==> config.mk <==
export PLATFORM = sky130hd
export DESIGN_NAME = uart_rom_rx_flat
export DESIGN_NICKNAME = d
export VERILOG_FILES = /design/src/rtl/loader_pkg.sv /design/src/rtl/uart_rom_rx_if.sv /design/src/rtl/uart_rx_sync.sv /design/src/rtl/uart_rom_rx.sv /design/src/flat_wrapper.sv
export SDC_FILE = /design/constraint.sdc
export NUM_CORES = 1
export LEC_CHECK = 0
export BUFFER_PORTS_ARGS = -buffer_cell sky130_fd_sc_hd__buf_2
export CORE_ASPECT_RATIO = 0.8
export CORE_MARGIN = 1.5
export CORE_UTILIZATION = 56
export CTS_CLUSTER_SIZE = 28
export DETAILED_ROUTE_END_ITERATION = 7
export MAX_ROUTING_LAYER = met4
export PLACE_DENSITY = 0.78
export SKIP_LAST_GASP = 1
export SLEW_MARGIN = 15
export SYNTH_ARGS = -nofsm -noshare
export SYNTH_HDL_FRONTEND = slang
export SYNTH_SLANG_ARGS = --single-unit
==> constraint.sdc <==
create_clock -name clk -period 2.4 [get_ports clk]
set_input_delay 0.36 -clock clk [delete_from_list [all_inputs] [get_ports clk]]
set_output_delay 0.36 -clock clk [all_outputs]
set_load 0.005 [all_outputs]
==> src/rtl/loader_pkg.sv <==
// rtl/loader_pkg.sv - shared state encoding, bit-timing helper and count width for the ROM loader UART
package loader_pkg;

  typedef enum logic [2:0] {
    IDLE      = 3'd0,
    START     = 3'd1,
    DATA      = 3'd2,
    PARITY    = 3'd3,
    STOP      = 3'd4,
    WAIT_IDLE = 3'd5
  } rx_state_t;

  localparam int BYTE_COUNT_W = 22;

  function automatic int clks_per_bit(input int clk_hz, input int baud);
    return clk_hz / baud;
  endfunction

endpackage

==> src/rtl/uart_rom_rx_if.sv <==
// rtl/uart_rom_rx_if.sv - received-byte strobe bundle from the UART to the game loader
interface uart_rom_rx_if;
  logic [7:0] data;
  logic       data_clk;

  modport master (output data, output data_clk);
  modport slave  (input  data, input  data_clk);
endinterface

==> src/rtl/uart_rx_sync.sv <==
// rtl/uart_rx_sync.sv - STAGES-deep synchroniser; resets to 1 so an idle line never looks like a start bit
module uart_rx_sync #(
  parameter int STAGES = 2
) (
  input  logic clk,
  input  logic reset_n,
  input  logic i_d,
  output logic o_q
);

  logic [STAGES-1:0] r_sync;

  always_ff @(posedge clk) begin
    if (!reset_n) r_sync <= '1;
    else          r_sync <= {r_sync[STAGES-2:0], i_d};
  end

  assign o_q = r_sync[STAGES-1];

endmodule

==> src/rtl/uart_rom_rx.sv <==
// rtl/uart_rom_rx.sv - UART byte receiver feeding the iNES loader (8N1; 8E1 when UART_RX_PARITY_EN is defined)
module uart_rom_rx
  import loader_pkg::*;
#(
  parameter int CLK_HZ      = 27_000_000,
  parameter int BAUD        = 115_200,
  parameter int SYNC_STAGES = 2
) (
  input  logic                    clk,
  input  logic                    reset_n,
  input  logic                    i_uart_rx,
  uart_rom_rx_if.master           o_rx_byte,
  output logic                    o_busy,
  output logic                    o_frame_err,
  output logic                    o_parity_err,
  output logic [BYTE_COUNT_W-1:0] o_byte_count
);

  localparam int CPB   = clks_per_bit(CLK_HZ, BAUD);
  localparam int CTR_W = $clog2(CPB);
  localparam logic [CTR_W-1:0] HALF = CTR_W'(CPB / 2 - 1);
  localparam logic [CTR_W-1:0] LAST = CTR_W'(CPB - 1);
`ifdef UART_RX_PARITY_EN
  localparam rx_state_t AFTER_DATA = PARITY;
`else
  localparam rx_state_t AFTER_DATA = STOP;
`endif

  rx_state_t               r_state, w_next;
  logic                    w_rx_s, w_sample, w_frame_good;
  logic [CTR_W-1:0]        r_bit_ctr;
  logic [2:0]              r_bit_idx;
  logic [7:0]              r_shreg, r_data;
  logic                    r_data_clk, r_frame_err;
  logic [BYTE_COUNT_W-1:0] r_byte_count;

  uart_rx_sync #(.STAGES(SYNC_STAGES)) u_sync (
    .clk     (clk),
    .reset_n (reset_n),
    .i_d     (i_uart_rx),
    .o_q     (w_rx_s)
  );

  // START samples at half a bit so every later sample lands mid-bit after a full bit period
  always_comb begin
    w_next   = r_state;
    w_sample = 1'b0;
    case (r_state)
      IDLE:      if (!w_rx_s) w_next = START;
      START:     if (r_bit_ctr == HALF) begin
                   w_sample = 1'b1;
                   w_next   = w_rx_s ? IDLE : DATA;
                 end
      DATA:      if (r_bit_ctr == LAST) begin
                   w_sample = 1'b1;
                   if (r_bit_idx == 3'd7) w_next = AFTER_DATA;
                 end
`ifdef UART_RX_PARITY_EN
      PARITY:    if (r_bit_ctr == LAST) begin
                   w_sample = 1'b1;
                   w_next   = STOP;
                 end
`endif
      STOP:      if (r_bit_ctr == LAST) begin
                   w_sample = 1'b1;
                   w_next   = w_rx_s ? IDLE : WAIT_IDLE;
                 end
      WAIT_IDLE: if (w_rx_s) w_next = IDLE;
      default:   w_next = IDLE;
    endcase
  end

  always_ff @(posedge clk) begin
    if (!reset_n) begin
      r_state      <= IDLE;
      r_bit_ctr    <= '0;
      r_bit_idx    <= '0;
      r_shreg      <= '0;
      r_data       <= '0;
      r_data_clk   <= 1'b0;
      r_frame_err  <= 1'b0;
      r_byte_count <= '0;
    end else begin
      r_state    <= w_next;
      r_data_clk <= 1'b0;
      if (r_state == IDLE || r_state == WAIT_IDLE || w_sample) r_bit_ctr <= '0;
      else                                                      r_bit_ctr <= r_bit_ctr + 1'b1;
      if (r_state == START) r_bit_idx <= '0;
      if (r_state == DATA && w_sample) begin
        r_shreg   <= {w_rx_s, r_shreg[7:1]};
        r_bit_idx <= r_bit_idx + 3'd1;
      end
      if (r_state == STOP && w_sample) begin
        if (!w_rx_s) begin
          r_frame_err <= 1'b1;
        end else if (w_frame_good) begin
          r_data     <= r_shreg;
          r_data_clk <= 1'b1;
          if (r_byte_count != '1) r_byte_count <= r_byte_count + 1'b1;
        end
      end
    end
  end

`ifdef UART_RX_PARITY_EN
  logic r_par_bad, r_parity_err;

  always_ff @(posedge clk) begin
    if (!reset_n) begin
      r_par_bad    <= 1'b0;
      r_parity_err <= 1'b0;
    end else if (r_state == START) begin
      r_par_bad <= 1'b0;
    end else if (r_state == PARITY && w_sample && (w_rx_s != ^r_shreg)) begin
      r_par_bad    <= 1'b1;
      r_parity_err <= 1'b1;
    end
  end

  assign w_frame_good = !r_par_bad;
  assign o_parity_err = r_parity_err;
`else
  assign w_frame_good = 1'b1;
  assign o_parity_err = 1'b0;
`endif

  assign o_rx_byte.data     = r_data;
  assign o_rx_byte.data_clk = r_data_clk;
  assign o_busy             = (r_state != IDLE);
  assign o_frame_err        = r_frame_err;
  assign o_byte_count       = r_byte_count;

endmodule

==> src/flat_wrapper.sv <==
// flat-port wrapper written by rule: the top's interface ports become plain ports
module uart_rom_rx_flat import loader_pkg::*;
#(
  parameter int CLK_HZ      = 27_000_000,
  parameter int BAUD        = 115_200,
  parameter int SYNC_STAGES = 2
)
  (clk, reset_n, i_uart_rx, o_busy, o_frame_err, o_parity_err, o_byte_count, o_rx_byte_data, o_rx_byte_data_clk);
  uart_rom_rx_if o_rx_byte_i ();
  input  logic clk;
  input  logic reset_n;
  input  logic i_uart_rx;
  output logic o_busy;
  output logic o_frame_err;
  output logic o_parity_err;
  output logic [BYTE_COUNT_W-1:0] o_byte_count;
  output wire logic [$bits(o_rx_byte_i.data)-1:0] o_rx_byte_data;
  output wire logic [$bits(o_rx_byte_i.data_clk)-1:0] o_rx_byte_data_clk;
  assign o_rx_byte_data = o_rx_byte_i.data;
  assign o_rx_byte_data_clk = o_rx_byte_i.data_clk;
  uart_rom_rx #(.CLK_HZ(CLK_HZ), .BAUD(BAUD), .SYNC_STAGES(SYNC_STAGES)) u_core (.clk(clk), .reset_n(reset_n), .i_uart_rx(i_uart_rx), .o_rx_byte(o_rx_byte_i), .o_busy(o_busy), .o_frame_err(o_frame_err), .o_parity_err(o_parity_err), .o_byte_count(o_byte_count));
endmodule
# Yosys cells after proc, flatten, opt, wreduce, memory -nomap -nowiden

Index checks and enable logic that the tools add are counted.

Register bits after elaboration: 56
Bits of input ports: 3
Output and inout bits: 34
Logic and storage cells: 57

Add/sub/neg operators: 3
Equality and inequality tests: 14
Mux-type cells: 15
Bitwise gates (word level): 2
Reductions and logical operators: 14

Operators by type and width:

| operator              | count |
|---|---|
| $mux 3                | 9 |
| $add 22x1->22 const B | 1 |
| $ne 22x22->1 const B  | 1 |
| $pmux 3 s5            | 1 |
| $eq 3x3->1 const B    | 3 |
| $add 8x1->8 const B   | 1 |
| $eq 8x7->1 const B    | 1 |
| $eq 8x8->1 const B    | 1 |
| $ne 2x1->1 const B    | 4 |
| $reduce_and 2->1      | 3 |
| $reduce_and 6->1      | 1 |
| $ne 2x2->1 const B    | 2 |
| $reduce_or 2->1       | 2 |
| $add 3x1->3 const B   | 1 |
| $eq 3x1->1 const B    | 1 |
| $eq 3x2->1 const B    | 1 |
| $logic_not 3->1       | 1 |
| $mux 1                | 3 |
| $reduce_and 3->1      | 1 |
| $reduce_bool 3->1     | 1 |
| $logic_and 1x1->1     | 2 |
| $logic_or 1x1->1      | 2 |
| $mux 2                | 1 |
| $not 1->1             | 2 |
| 2 further kinds       | 2 |

# Logic depth before layout (Yosys ltp)

Gate-level depths: netlist of the first run.

Depth after elaboration: 5
Mapped depth: 10
Gate-level depth less buffers: 7

# Modules after synthesis

A second synthesis of the first run with hierarchy kept.

Cells, all modules: 289
Area, all modules: 2532.4 sq um

Modules (own cells, without submodules):

| module       | instances | cells each | area an instance (sq um) | sequential area each (sq um) |
|---|---|---|---|---|
| uart_rom_rx  | 1         | 285        | 2479.9                   | 1081.0 |
| uart_rx_sync | 1         | 4          | 52.6                     | 40.0 |

# Worst setup path after synthesis of the first run

Ideal clock, no wire load.

Path kind: register -> register
Start point: register u_core.r_byte_count[0] (netlist: u_core.o_byte_count[0])
End point: register u_core.r_byte_count[0] (netlist: u_core.o_byte_count[0])
Setup time: 0.128 ns
Arrival: 1.914 ns
Data required time: 2.272 ns
Path slack: 0.358 ns
Cell stages (with the launch flop): 9
Path buffers: 2
Period minus slack after synthesis: 2.042 ns
Path through: dfxtp_1 > ha_1 > nand3_1 > or2_1 > o31ai_2 > buf_6 > buf_2 > xor2_1 > nor2_1

Cells in the longest elaborated chain, start to end: 2
Elaborated cells between the ends (all ways): 3
Classes of those cells: 1 x add/sub; 1 x eq/ne; 1 x reduce/logical

RTL lines:

| item                                                  | line              | text |
|---|---|---|
| start, declared                                       | uart_rom_rx.sv:35 | `logic [BYTE_COUNT_W-1:0] r_byte_count;` |
| start signal, assigned                                | uart_rom_rx.sv:99 | `if (r_byte_count != '1) r_byte_count <= r_byte_count + 1'b1;` |
| branches (longest 2 deep; another with $add 22x1->22) | -                 |  |

Several ways; the timed one is not identified.
A chain may end at the register's enable or synchronous reset.

# Worst setup path in the final report of the first run

Start point: register u_core.r_bit_ctr[0]
End point: register u_core.r_byte_count[21] (netlist: u_core.o_byte_count[21])

Cells in the longest elaborated chain, start to end: 5
Elaborated cells between the ends (all ways): 7
Classes of those cells: 2 x eq/ne; 3 x mux; 2 x reduce/logical

RTL lines:

| item                                     | line                                                    | text |
|---|---|---|
| start, declared                          | uart_rom_rx.sv:31                                       | `logic [CTR_W-1:0] r_bit_ctr;` |
| start signal, assigned                   | uart_rom_rx.sv:87                                       | `else r_bit_ctr <= r_bit_ctr + 1'b1;` |
| $eq 8x8->1 or $eq 8x7->1 (tied branches) | uart_rom_rx.sv:54, uart_rom_rx.sv:64, uart_rom_rx.sv:50 |  |
| $mux 1 (on tied branches)                | uart_rom_rx.sv:54, uart_rom_rx.sv:64, uart_rom_rx.sv:50 |  |
| $pmux 1 s2 *                             | uart_rom_rx.sv:48                                       | `case (r_state)` |
| $logic_and 1x1->1 *                      | uart_rom_rx.sv:93                                       | `if (r_state == STOP && w_sample) begin` |
| $reduce_and 3->1 (no line) *             | -                                                       |  |

Mark *: on every way between the ends. The rest lies on a longest branch, timed or not.

==> flow_summary.ini, run 1 <==
[synthesis]
syn_nets = 301
synth_top_area_cell = dfxtp_1
synthArstFlopShare = 0
synth_area_um2 = 2530
synth.avg_cell_area_um2 = 8.66
synth_cell_types = 48
yosysSeqAreaShare = 0.443
synthFlopType = dfxtp_1
synth_seq_cells = 56
synth_top_area_share = 0.443
synth_edf_count = 0
synth_warnings = 0
syn_inst = 292
yosys-top-cells-area = dfxtp_1, a21oi_1, nand2_1

[timing]
period_share = 0.917
fmax_mhz = 455
maxSlewViolCount = 0
hold_viol = 0
fin_skew_ns = 0.00826
hold-worst-slack_ns = 0.231
fin_setup_tns_ns = 0
rsz0062_at_grt = false
finalSetupViolations = 0
finalCriticalPeriod_ns = 2.20

[drt]
viasPerCell = 5.62
dr.pass1.iters = 4
routed_wl_um = 4910
drt_iter0_drc = 103
drt.antenna.violating_nets = 0
drc_errors = 0
num_vias = 2170
post_drt_wl_per_cell_um = 12.7

[worst_setup_path]
cp.arrival_ns = 2.44
crit_chain = ha_1, nand2_1, nor4b_4, o211ai_2, or4_1, a21oi_1
end_kind = flop
cpPeakStageDelay_ns = 0.56
crit_required_ns = 2.64
crit_fanout = 12
slowest_stage = or4_1
worstSetupStartpointType = flop
critical_path_class = reg -> reg

[cells_and_area]
nets = 337
final_common_cell = dfxtp_1
drive_above_1_share = 0.182
fin_area_um2 = 2900
final_cell_mix = dfxtp_1, buf_2, nand2_1, a21oi_1, nor2_1
area_growth_pct = 14.5
stdcell_count = 386
final_util = 0.680
diodes = 0

[clock_network]
cts_max_level = 2
hold_buffers = 0
clockBufferDepth = 2
cts_made_buffers = 5
clock-sinks = 56
root_buffer = clkbuf_8
cts_resized = 0
insertion_delay_ns = 0.31
postCtsSetupBuffers = 0
cts_tree = built
clk_pin_slew_ns = 0.10

[global_route]
first_global_vias = 1881
grt_max_degree = 30
grt_pass1_wl_um = 8480
grt.total_usage = 0.222
antenna_found_initial = 0
gr-total-overflow = 0

[power]
powerDensity_nw_per_um2 = 552
ir_drop_mv = 0.463
p_leak_nw = 1.07

[place]
hpwlAfterDp_um = 3450
dp_cells = 378
gp_congestion = 0.821
portBuffers = 35
place_area_um2 = 2780

[floorplan]
dieArea_um2 = 4930
initial_utilization = 0.594
coreArea_um2 = 4260
chipWidth_um = 78.1
die_h_um = 63.1
num_rows = 21
io_pins = 37

[hold_path]
hp-class = in -> reg

[run_status]
status = finished clean

[run]
max_cap_viol_count = 0
[final timing paths]
check / startpoint / end / slack (ns) / depth (start not counted)
min: i_uart_rx / u_core.u_sync.r_sync[0] / 0.23 / 2
min reg2reg: u_core.u_sync.r_sync[0] / u_core.u_sync.r_sync[1] / 0.43 / 1
max reg2reg: u_core.r_bit_ctr[0] / u_core.o_byte_count[21] / 0.20 / 6
max: u_core.r_bit_ctr[0] / u_core.o_byte_count[21] / 0.20 / 6
[logic make-up (layout without fill, tap and decap cells)]
logic type	count (synthesis)	after routing	synth area share
mux	10	10	0.0401
compound gates	60	60	0.145
xor+xnor	8	8	0.0277
simple gates	130	130	0.270
flops	56	56	0.443
buf+inv	21	58	0.0430
other cells	1	1	0.00148
fa+ha+maj	6	6	0.0297
[metal layers]
layer | track usage | up-vias | wire [µm]
met4 | 0.0759 | 0 | 65
met2 | 0.326 | 55 | 2080
met1 | 0.306 | 1008 | 2520
met3 | 0.0435 | 6 | 238
li1 | - | 1101 | -
met5 | - | - | 0
[critical path: cells and delay by family (launching register included)]
kind	cells	cell delay (ns)
flops	1	0.42
compound gates	2	0.43
simple gates	3	1.12
fa+ha+maj	1	0.17
[cell usage after synthesis (2+ instances only)]
| library cell | count |
|---|---|
| a21oi_1 | 29 |
| and3_1 | 6 |
| buf_2 | 3 |
| buf_6 | 3 |
| clkbuf_1 | 6 |
| dfxtp_1 | 56 |
| ha_1 | 6 |
| inv_1 | 8 |
| mux2i_1 | 9 |
| nand2_1 | 34 |
| nand2b_1 | 4 |
| nand3_1 | 18 |
| nand3b_1 | 3 |
| nand4_1 | 5 |
| nor2_1 | 28 |
| o21a_1 | 2 |
| o21ai_0 | 5 |
| o21ai_1 | 8 |
| o31ai_1 | 7 |
| or2_2 | 2 |
| or3_1 | 11 |
| or4_1 | 7 |
| xnor2_1 | 3 |
| xor2_1 | 5 |
[state kept, by name, summed over array words and instances, names as in the netlist, 2 cells and up]
register / cells
u_core.r_shreg: 8
u_core.r_state: 3
u_core.u_sync.r_sync: 2
u_core.r_bit_ctr: 8
u_core.o_byte_count: 22
u_core.o_rx_byte.data: 8
u_core.r_bit_idx: 3
[final cells by class]
type | instances | area, µm²
fill | 369 | 1360
multi-input combinational | 215 | 1300
sequential | 56 | 1120
timing repair buffer | 42 | 253
clock buffer | 6 | 82.6
tap | 57 | 71.3
clock inverter | 2 | 38.8
inverter | 8 | 30.0
[through the flow]
stage / setup WS, ns / power (W)
after floorplan: 0.358 / 0.000970
after global placement: 0.259 / 0.000978
after detailed placement: 0.211 / 0.000978
after CTS: 0.195 / 0.00161
after global routing: 0.0427 / 0.00166
final: 0.200 / 0.00160
[power by group]
group | total [W] | leakage, nW | switching (W) | internal, W
logic | 0.0000254 | 0.553 | 0.0000179 | 0.00000756
clock network | 0.000643 | 0.0614 | 0.000301 | 0.000342
registers | 0.000932 | 0.451 | 0.00000149 | 0.000930
No activity file was read; power rests on OpenSTA's default activity.
==> run 2, diff against run 1 <==
SYNTH_HIERARCHICAL = 1   (was unset)
==> run 2 against run 1 <==
  * Area after synthesis is essentially flat
  * Highest routed layer unchanged
  * Cell area shrank 0.39%
  * Clock skew grew 0.0053 ns
  * Sequential cell count is the same
  * Combinational power grew 31%
==> flow_summary.ini, run 2 <==
[timing]
maxSlewViolCount = 0
rsz0062_at_grt = true
fmax_mhz = 440
hold_viol = 0
period_share = 0.947
finalCriticalPeriod_ns = 2.27
finalSetupViolations = 0
fin_skew_ns = 0.0136
worst_pin_slew_ns = 0.531
relSlewSlack = 0.644

[synthesis]
yosysSeqAreaShare = 0.443
synth_edf_count = 0
yosys-top-cells-count = dfxtp_1, nand2_1, nor2_1
synthFlopType = dfxtp_1
synth_top_area_cell = dfxtp_1
synth_top_area_share = 0.443
synth_area_um2 = 2530
syn_nets = 298
yosys-top-cells-area = dfxtp_1, nand2_1, nor2_1
synth_cell_types = 43
synth.avg_cell_area_um2 = 8.76
synthArstFlopShare = 0
syn_inst = 289
synth_seq_cells = 56
synth.most_common_cell = dfxtp_1
synth_warnings = 6

[power]
powerDensity_nw_per_um2 = 519
p_leak_nw = 1.12
ir_drop_mv = 0.297

[worst_setup_path]
crit_fanout = 6
end_kind = flop
reg2reg_depth = 6
critical_path_class = reg -> reg
timing.rr.end = u_core/o_byte_count[19]
worstSetupStartpointType = flop
rrSetupSlack_ns = 0.13
slowest_stage = or4_4
cp.arrival_ns = 2.53
crit_chain = ha_1, and4_1, nand4_4, or4_4, or4_1, a21oi_1
crit_required_ns = 2.65
r2r-start = u_core/r_bit_ctr[0]
path_buf_inv = 0
crit_family = simple AND/OR/NAND/NOR gates
cpPeakStageDelay_ns = 0.56

[drt]
num_vias = 2195
drt_iter0_drc = 139
post_drt_wl_per_cell_um = 13.5
drc_errors = 0
dr.pass1.iters = 4
viasPerCell = 5.69
routed_wl_um = 5210
drt.antenna.violating_nets = 0

[clock_network]
root_buffer = clkbuf_8
hold_buffers = 0
clk_pin_slew_ns = 0.11
cts_resized = 0
cts_tree = built
clock-sinks = 56
insertion_delay_ns = 0.32
cts_made_buffers = 5
cts_max_level = 2
clockBufferDepth = 2
postCtsSetupBuffers = 0

[hold_path]
whs_endpoint = u_core/u_sync/r_sync[0]
hold_depth = 2
hp-start = i_uart_rx
hp-class = in -> reg

[cells_and_area]
diodes = 0
nets = 337
area_growth_pct = 13.9
final_common_cell = dfxtp_1
stdcell_count = 386
largest_reg_flops = 22
drive_above_1_share = 0.173
fin_area_um2 = 2890
final_cell_mix = dfxtp_1, buf_2, nand2_1, nor2_1, a21oi_1

[floorplan]
die_h_um = 63.1
io_pins = 37
initial_utilization = 0.595
chipWidth_um = 78.2
dieArea_um2 = 4940
num_rows = 21
coreArea_um2 = 4260

[run_status]
status = finished clean

[place]
place_area_um2 = 2790
gp_congestion = 0.918
portBuffers = 35
dp_cells = 378
hpwlAfterDp_um = 3640

[run]
max_cap_viol_count = 0

[global_route]
grt.total_usage = 0.235
grt_max_degree = 28
first_global_vias = 1946
grt_pass1_wl_um = 9010
gr-total-overflow = 0
antenna_found_initial = 0
[run 2: changes by cell type after synthesis, moves of 7 or more]
cell     before  now
a21oi_1      29   21
and4_1        1    9
nand3_1      18   11
o21ai_1       8    1
[run 2: metrics by stage]
| step | util | total power [W] | setup WS, ns | hold WS, ns | TNS (ns) |
|---|---|---|---|---|---|
| after floorplan | - | 0.000979 | 0.204 | 0.386 | 0 |
| after global placement | 0.655 | 0.000989 | 0.172 | 0.389 | 0 |
| after detailed placement | 0.655 | 0.000990 | 0.135 | 0.397 | 0 |
| after CTS | 0.676 | 0.00151 | 0.122 | 0.210 | 0 |
| after global routing | 0.678 | 0.00155 | -0.0196 | 0.215 | -0.0196 |
| final | 0.678 | 0.00150 | 0.128 | 0.212 | 0 |
[run 2: area by class of cell]
type	count	area, µm²
timing repair buffer	43	235
fill	370	1370
multi-input combinational	214	1340
clock inverter	3	21.3
sequential	56	1120
inverter	8	30.0
clock buffer	5	68.8
tap	57	71.3
[run 2: where the power goes]
group | total, W | internal [W] | switching, W
sequential | 0.000935 | 0.000932 | 0.00000369
clock | 0.000529 | 0.000208 | 0.000321
combinational | 0.0000334 | 0.00000938 | 0.0000241
[run 2: logic make-up (layout without fill, tap and decap cells)]
family	after synthesis	count (layout)	synth area share
fa+ha+maj	6	6	0.0296
xor+xnor	13	13	0.0450
flops	56	56	0.443
buf+inv	19	59	0.0316
mux	13	13	0.0519
compound gates	46	46	0.111
simple gates	135	135	0.287
other cells	1	1	0.00148
[run 2: worst max-delay path by stage]
stage,startpoint,end,cells after the start,slack (ns)
floorplan,u_core/r_bit_ctr[0],u_core/o_byte_count[19],7,0.20
detailed placement,u_core/r_bit_ctr[0],u_core/o_byte_count[19],6,0.14
global route,u_core/o_byte_count[1],u_core/o_byte_count[14],7,-0.02
CTS,u_core/r_bit_ctr[0],u_core/o_byte_count[19],6,0.12
finish,u_core/r_bit_ctr[0],u_core/o_byte_count[19],6,0.13
global placement,u_core/r_bit_ctr[0],u_core/o_byte_count[19],6,0.17
[run 2: metal layers]
layer	vias up	track usage	share of wire
met4	0	0.0915	0.016
met2	65	0.338	0.43
li1	1097	-	-
met5	-	-	0
met3	8	0.0406	0.052
met1	1025	0.329	0.50
==> run 3, diff against run 2 <==
CORE_UTILIZATION = 51   (was 56)
PLACE_DENSITY = 0.75   (was 0.78)
clock period = 2.08 ns   (was 2.4 ns; I/O delays follow)
==> run 3 against run 2 <==
  * Critical path depth up 1
  * Clock power up 17%
  * Combinational power up 24%
  * Register-to-register slack worse by 0.06 ns
  * Cell area up 5.9%
  * Final cell count up 6.2%
  * Via count up 2.5%
  * Sequential share of layout area down 2.1 points
  * Critical endpoint unchanged
==> flow_summary.ini, run 3 (same netlist as run 2, synthesis figures left out) <==
[drt]
viasPerCell = 5.49
drc_errors = 0
post_drt_wl_per_cell_um = 12.8
num_vias = 2250
drt.antenna.violating_nets = 0
drt_iter0_drc = 109
dr.pass1.iters = 4
routed_wl_um = 5250

[cells_and_area]
area_growth_pct = 20.7
largest_reg_flops = 22
diodes = 0
final_common_cell = dfxtp_1
regArea_um2 = 1120
final_util = 0.653
nets = 358
final_cell_mix = dfxtp_1, buf_2, nand2_1, nor2_1, buf_4
multi_input_area_um2 = 1340
drive_above_1_share = 0.234
n_fill_cell = 404

[floorplan]
initial_utilization = 0.541
chipWidth_um = 81.8
coreArea_um2 = 4680
num_rows = 22
dieArea_um2 = 5400
io_pins = 37
die_h_um = 66.0

[global_route]
grt.total_usage = 0.217
gr-total-overflow = 0
antenna_found_initial = 0
grt_max_degree = 24
grt_pass1_wl_um = 8820
first_global_vias = 1985

[timing]
period_share = 0.965
fmax_mhz = 498
maxSlewViolCount = 0
finalSetupViolations = 0
finalCriticalPeriod_ns = 2.01
rsz0062_at_grt = true
hold_viol = 0
fin_setup_tns_ns = 0
fin_skew_ns = 0.00716

[place]
portBuffers = 35
hpwlAfterDp_um = 3840
gp_congestion = 0.824

[worst_setup_path]
slowest_stage = or4_4
r2r-start = u_core/r_bit_ctr[1]
timing.rr.end = u_core/o_byte_count[19]
crit_path_end = u_core/o_byte_count[19]
end_kind = flop
worstSetupStartpoint = u_core/r_bit_ctr[1]
crit_required_ns = 2.33
cpPeakStageDelay_ns = 0.50
critical_path_class = reg -> reg
crit_fanout = 3
reg2reg_depth = 7
crit_chain = inv_1, ha_1, and4_4, nand4_4, or4_4, or4_1, a21oi_1
worstSetupStartpointType = flop
rrSetupSlack_ns = 0.07
cp.arrival_ns = 2.26

[power]
p_comb_frac = 0.024
p_sw_frac = 0.233
power_frac_seq = 0.619
ir_drop_mv = 0.483
total_power_w = 0.00174
power_frac_clock = 0.357
p_leak_nw = 1.23
p_int_w = 0.00134
powerDensity_nw_per_um2 = 570
switching_power_w = 0.000405

[clock_network]
insertion_delay_ns = 0.31
clockBufferDepth = 2
hold_buffers = 0
cts_made_buffers = 5
clk_pin_slew_ns = 0.10
cts_max_level = 2
root_buffer = clkbuf_8
clock-sinks = 56
cts_tree = built

[run_status]
status = finished clean

[run]
max_cap_viol_count = 0

[hold_path]
hp-class = in -> reg
==> run 3: metal layers <==
layer,track usage,up-vias,share of wire,routed length (µm)
met5,-,-,0,0
met4,0.0614,0,0.0078,41
met3,0.0455,4,0.049,259
met2,0.326,71,0.44,2290
met1,0.294,1030,0.51,2650
li1,-,1145,-,-
==> run 3: timing repair <==
item / CTS / global route
buffers inserted: 0 / 1
setup endpoints to repair: 0 / 9
resized for setup: 0 / 5
==> run 3: layout make-up <==
class                           instances  area share
Clock inverter                          3     0.00901
Tap cell                               60      0.0246
Multi-Input combinational cell        214       0.438
Clock buffer                            5      0.0225
Timing Repair Buffer                   64       0.129
Sequential cell                        56       0.367
Inverter                                8     0.00982
==> run 3: power groups by stage <==
stage                     registers (W)  clock network [W]   logic, W
after detailed placement        0.00110                  0  0.0000414
after floorplan                 0.00110                  0  0.0000281
after CTS                       0.00108           0.000645  0.0000415
after global routing            0.00108           0.000685  0.0000470
final                           0.00108           0.000621  0.0000415
after global placement          0.00110                  0  0.0000407
==> run 3: per-stage QoR <==
stage / worst slack (ns) / std cells / instance area [µm²] / hold WS [ns]
after floorplan: 0.00491 / 289 / 2540 / 0.385
after global placement: 0.114 / 401 / 2940 / 0.399
after detailed placement: 0.0788 / 401 / 2940 / 0.401
after CTS: 0.0583 / 409 / 3040 / 0.165
after global routing: -0.0315 / 410 / 3060 / 0.187
final: 0.0727 / 410 / 3060 / 0.174
==> run 3: worst min path at each step <==
stage | startpoint | depth (start not counted) | end
3_5_place_dp | u_core/u_sync/r_sync[0] | 1 | u_core/u_sync/r_sync[1]
2_1_floorplan | reset_n | 1 | u_core/u_sync/r_sync[0]
5_1_grt | i_uart_rx | 2 | u_core/u_sync/r_sync[0]
6_report | i_uart_rx | 2 | u_core/u_sync/r_sync[0]
3_3_place_gp | u_core/u_sync/r_sync[0] | 1 | u_core/u_sync/r_sync[1]
4_1_cts | i_uart_rx | 2 | u_core/u_sync/r_sync[0]
==> run 3: critical path: cells and delay by family, from the launching register on <==
| kind | cells | cell delay, ns |
|---|---|---|
| and+or+nand+nor | 4 | 1.29 |
| DFF | 1 | 0.33 |
| adders and majority gates | 1 | 0.14 |
| AOI/OAI and AO/OA | 1 | 0.12 |
| buffers and inverters | 1 | 0.08 |
